### src/rtl/bcd_stopwatch_counter.sv
// BCD stopwatch counter: start/stop/clear control, lap capture and overflow pulse.
// Define BCD_STOPWATCH_LAP_EN to build the lap register; otherwise lap_data mirrors data.
module bcd_stopwatch_counter #(
    parameter int unsigned       DIGITS    = 8,
    parameter logic [DIGITS-1:0] MOD6_MASK = DIGITS'('h28)
) (
    input  logic                  clk,
    input  logic                  reset,
    input  logic                  tick,
    input  logic                  start,
    input  logic                  stop,
    input  logic                  clear,
    input  logic                  lap,
    output logic [4*DIGITS-1:0]   data,
    output logic [4*DIGITS-1:0]   lap_data,
    output logic                  running,
    output logic                  overflow
);

    logic                s0;
    logic                s1;
    logic                prev;
    logic                inc;
    logic [DIGITS-1:0]   at_max;
    logic [DIGITS:0]     carry;
    logic [4*DIGITS-1:0] data_inc;

    assign inc = s1 & ~prev & running;

    // Carry into digit g is inc AND'ed with every lower digit sitting at its max.
    for (genvar g = 0; g < DIGITS; g++) begin : g_digit
        assign at_max[g] = (data[4*g +: 4] == (MOD6_MASK[g] ? 4'd5 : 4'd9));
        if (g == 0) begin : g_first
            assign carry[g] = inc;
        end else begin : g_rest
            assign carry[g] = inc & (&at_max[g-1:0]);
        end
        assign data_inc[4*g +: 4] = !carry[g] ? data[4*g +: 4] :
                                    at_max[g] ? 4'd0 : data[4*g +: 4] + 4'd1;
    end

    assign carry[DIGITS] = inc & (&at_max);

    always_ff @(posedge clk) begin
        if (reset) begin
            s0       <= 1'b0;
            s1       <= 1'b0;
            prev     <= 1'b0;
            running  <= 1'b0;
            data     <= '0;
            overflow <= 1'b0;
        end else begin
            s0   <= tick;
            s1   <= s0;
            prev <= s1;
            if (stop) begin
                running <= 1'b0;
            end else if (start) begin
                running <= 1'b1;
            end
            // Clear drops a coincident increment, including its overflow.
            if (clear) begin
                data     <= '0;
                overflow <= 1'b0;
            end else begin
                data     <= data_inc;
                overflow <= carry[DIGITS];
            end
        end
    end

`ifdef BCD_STOPWATCH_LAP_EN
    logic [4*DIGITS-1:0] lap_reg;

    always_ff @(posedge clk) begin
        if (reset) begin
            lap_reg <= '0;
        end else if (lap) begin
            lap_reg <= data;
        end
    end

    assign lap_data = lap_reg;
`else
    logic unused_lap;

    assign unused_lap = lap;
    assign lap_data   = data;
`endif

endmodule

### config.mk
export PLATFORM = sky130hd
export DESIGN_NAME = bcd_stopwatch_counter
export DESIGN_NICKNAME = d
export VERILOG_FILES = /design/src/rtl/bcd_stopwatch_counter.sv
export SDC_FILE = /design/constraint.sdc
export NUM_CORES = 1
export LEC_CHECK = 0
export BUFFER_PORTS_ARGS = -buffer_cell sky130_fd_sc_hd__buf_2
export CORE_UTILIZATION = 40
export CTS_CLUSTER_DIAMETER = 50
export CTS_CLUSTER_SIZE = 40
export DETAILED_ROUTE_END_ITERATION = 16
export PLACE_DENSITY_LB_ADDON = 0.08
export SYNTH_ARGS = -nofsm -noshare
export SYNTH_HDL_FRONTEND = slang
export SYNTH_SLANG_ARGS = --single-unit
export TNS_END_PERCENT = 5
### constraint.sdc
create_clock -name clk -period 2.6 [get_ports clk]
set_clock_uncertainty 0.05 [all_clocks]
set_input_delay 0.13 -clock clk [delete_from_list [all_inputs] [get_ports clk]]
set_output_delay 0.13 -clock clk [all_outputs]
set_load 0.03 [all_outputs]
## Word level (Yosys, flattened, before mapping)

Cells that the tools add are included.

| storage, ports and cells | value |
|---|---|
| register bits | 37 |
| input bits | 7 |
| output and inout bits | 66 |

| operators by class | value |
|---|---|
| multiplexer cells | 8 |
| reductions and logical operators | 9 |
| add/subtract/negate cells | 8 |
| equality and inequality tests | 8 |
| bitwise logic cells | 11 |

Operators with widths:

| kind | number |
|---|---|
| $add 4x1->4 const B | 8 |
| $mux 4 | 8 |
| $eq 4x4->1 const B | 6 |
| $and 1x1->1 | 10 |
| $eq 4x3->1 const B | 2 |
| $reduce_and 8->1 | 1 |
| $reduce_and 7->1 | 1 |
| $reduce_and 6->1 | 1 |
| $reduce_and 5->1 | 1 |
| $reduce_and 4->1 | 1 |
| $reduce_or 2->1 | 2 |
| $reduce_and 3->1 | 1 |
| $reduce_and 2->1 | 1 |
| $not 1->1 | 1 |

## Depth between registers and ports, before layout

| depth | value |
|---|---|
| word-level depth | 4 |
| depth in mapped cells | 6 |
| mapped depth without buffers | 4 |

## Worst setup path after synthesis

No wires, ideal clock.

| path | value |
|---|---|
| kind | register to register |
| start point | register data[19] |
| end point | register data[31] |
| clock period less this slack | 2.163 ns |
| path buffers | 1 |
| cell stages (with the launch flop) | 6 |
| arrival | 2.039 ns |
| setup slack | 0.437 ns |
| cell sequence | dfxtp_1 -> nand4bb_4 -> or4_4 -> buf_6 -> or4_1 -> a31oi_1 |

| on the way | value |
|---|---|
| longest elaborated chain between the ends | 3 |

RTL lines:

| what | RTL line | text |
|---|---|---|
| start, declared | 14 | `output logic [4*DIGITS-1:0] data,` |
| start signal, assigned | 66 | `data <= data_inc;` |
| $eq 4x4->1 | 32 | `assign at_max[g] = (data[4*g +: 4] == (MOD6_MASK[g] ? 4'd5 : 4'd9));` |
| $reduce_and 7->1 | 36 | `assign carry[g] = inc & (&at_max[g-1:0]);` |
| $and 1x1->1 | 36 |  |

Every way passes these cells.
A chain may end at the register's enable or synchronous reset.

## Worst setup path in the final report

| path | value |
|---|---|
| start point | register data[13] |
| end point | register data[31] |

| on the way | value |
|---|---|
| longest elaborated chain between the ends | 3 |

RTL lines:

| what | RTL line |
|---|---|
| $eq 4x3->1 | 32 |
| $reduce_and 7->1 | 36 |
| $and 1x1->1 | 36 |

Every way passes these cells.

==> flow_summary.ini <==
[min_path]
hold_start = start
min_path_cells = 3
hold_end = running$_SDFFE_PP0P_
min_path_type = input port to register

[synth]
synthesis.area_sq_mm = 0.002145
yosys_warnings = 0
synth.most_common_cell = dfxtp_1
synth-edff-count = 0
synth_common_cells = 37 x dfxtp_1, 32 x buf_4, 20 x a21oi_1, 18 x nor2_1, 17 x nand2_1
synth_nets = 262
ys_ff_latch = 37
yosys_most_used_dff = dfxtp_1
postSynthAreaPerCell_sq_um = 8.410
yosys.area.top_type = dfxtp_1
synth_cells = 255
ys_async_sr_fraction_pct = 0
synth.distinct_cells = 44
netlist.area_leader.share_pct = 34.54
ys_seq_area_share_pct = 34.54
synth_area_leaders = dfxtp_1 35%, buf_4 11%, a21oi_1 4.7%, nor2b_1 3.5%, nor2_1 3.2%

[grt]
grt_pass1_vias = 1624
gr-usage-all-layers_pct = 18.60
grt.met2_usage_pct = 29.23
grt_antenna_before_repair = 0
top_usage_layer = met2
grt_max_degree = 27
grt_pass1_wl_mm = 7.817
grt.overflow.total = 0
use_met1_pct = 25.25
grt_use_met3_pct = 4.685

[worst_setup_path]
critical-path-top-delay-family = simple AND/OR/NAND/NOR gates
worst_path_max_delay_cell = or4_4
endpoint_kind = register
r2r_slack_ps = 520
ff2ff_path_depth = 4
crit_chain = nand4bb_1 > or4_4 > or4_1 > a31oi_1
startpoint = data[13]$_SDFFE_PP0P_
critPathKind = register to register
arrival_ps = 2260
worstReg2RegEnd = data[31]$_SDFFE_PP0P_
worstSetupStartpointType = register
cp_max_fo = 10
worst-path-buf-inv = 0
crit_required_ps = 2780
r2r_start = data[13]$_SDFFE_PP0P_
cpPeakStageDelay_ps = 610

[detailed_routing]
ant_nets = 0
wire_per_inst_um = 13.68
viasPerCell = 5.311
totalWireLength_mm = 5.060
first_iter_violations = 50
dr.pass1.iters = 4
vias = 1965
post-route-drc-count = 0

[power_and_ir_drop]
p_seq_share_pct = 54.1
netSwitchingPower_mw = 0.2364
share_comb_of_total_power_pct = 2.7
netSwitchingFraction_pct = 22.40
powerDensity_mw_per_mm2 = 428.2
power_mw = 1.055
clkPwrFrac_pct = 43.2
vdd_ir_drop_max_uv = 265.9
p_int_mw = 0.8190
p_leak_nw = 1.012

[timing]
setup_violations = 0
fin_ws_ps = 518.6
period_minus_slack_ps = 2081
hold_violations = 0
relSlewSlack_pct = 47.41
slew_viol_final = 0
fmax_mhz = 480.5
setup_tns_ps = 0
tightest_slew_ps = 785.9
rsz0062_at_grt = false
fin_crit_sh_pct = 80.05

[cts]
cts_buffers = 5
root_buffer = clkbuf_8
cts_tree = yes
clkLatencyLatePin_ps = 300
cts_resized = 0
h-tree-depth = 2
clk_pin_slew_ps = 80
cts.sinks = 37
clk_path_buf_depth = 2

[floorplanning]
die_height_um = 75.22
die_area_sq_mm = 0.005658
start_util_pct = 41.72
ios = 73
fp.coreArea_sq_mm = 0.005140
dieWidth_um = 75.22
rows = 26

[placement]
place.gp.congestion = 0.7930
dp_hpwl_mm = 3.507
dp_slack_ps = 539.2
placed_cells_incl_taps = 360
place_area_sq_mm = 0.002344
port_buffers = 71

[layout]
final_nets = 306
final_cells = 370
fin_area_sq_mm = 0.002465
antenna_cells = 0
drive_gt1_share_pct = 30.67
syn2layout_area_growth_pct = 14.94

[job]
maxCapViolCount = 0

[run_status]
status = completed
worst max path at each step:
stage,endpoint,slack (ps),cells past startpoint
finish,data[31]$_SDFFE_PP0P_,520,4
global route,data[23]$_SDFFE_PP0P_,410,6
CTS,data[31]$_SDFFE_PP0P_,540,4
detailed placement,data[31]$_SDFFE_PP0P_,540,4
global placement,data[31]$_SDFFE_PP0P_,560,4
floorplan,data[31]$_SDFFE_PP0P_,440,5
worst register-to-register path, delay by kind of cell, from the launching register on:
kind | cells | cell delay, ps
and+or+nand+nor | 3 | 1430
AOI/OAI and AO/OA | 1 | 160
DFF | 1 | 380
metrics by stage:
step	utilization, %	hold WS [ps]
final	47.96	35.98
after global routing	47.96	55.64
after CTS	47.96	34.13
after detailed placement	45.59	246.1
after global placement	45.59	240.7
after floorplan	-	151.6
repair_timing:
| action | 4_1_cts | 5_1_grt |
|---|---|---|
| setup buffers | 0 | 0 |
| endpoints found under the hold margin | 2 | 0 |
| setup endpoints to repair | 0 | 0 |
| hold buffers | 2 | 0 |
flip-flops by register name (all words and copies together), names as in the netlist:
name      flops
overflow      1
data         32
s1            1
prev          1
running       1
s0            1
cell families (layout without fill, tap and decap cells):
kind of cell / after synthesis / in the layout / synth area share [%]
AOI/OAI and AO/OA: 55 / 55 / 15.99
buffers and inverters: 51 / 96 / 14.88
DFF: 37 / 37 / 34.54
xor gates and xnor gates: 6 / 6 / 2.450
muxes: 1 / 1 / 0.4668
and+or+nand+nor: 105 / 105 / 31.68
power groups by stage:
stage / logic [mW] / clock network [mW] / registers (mW)
floorplan: 0.0137 / 0 / 0.585
global placement: 0.0263 / 0 / 0.584
detailed placement: 0.0266 / 0 / 0.584
CTS: 0.0289 / 0.467 / 0.571
global route: 0.0307 / 0.487 / 0.571
finish: 0.0283 / 0.456 / 0.571
layout by cell type (no fill, tap or decap), types with 6 or more instances in the layout:
cell type,Yosys,layout
a21oi_1,20,20
buf_2,0,71
clkbuf_8,0,7
dfxtp_1,37,37
inv_1,10,10
nand2_1,17,17
nand4_1,10,10
nor2_1,18,18
nor2b_1,12,12
nor4_1,6,6
o21ai_0,12,12
or4_1,6,6
cell type report:
| cell class | count | area (sq um) |
|---|---|---|
| Tap cell | 70 | 87.58 |
| Inverter | 10 | 37.54 |
| Timing Repair Buffer | 78 | 412.9 |
| Fill cell | 549 | 2675 |
| Multi-Input combinational cell | 167 | 1085 |
| Clock buffer | 7 | 96.34 |
| Sequential cell | 37 | 740.7 |
| Clock inverter | 1 | 5.005 |
layer usage:
layer | routed length [um] | part of all wire (%) | up-vias
met5 | 0 | 0 | -
met4 | 55 | 1.1 | 0
met3 | 289 | 5.7 | 7
met2 | 2302 | 45 | 56
met1 | 2412 | 48 | 911
li1 | - | - | 991
Power figures use the tool's default switching activity.
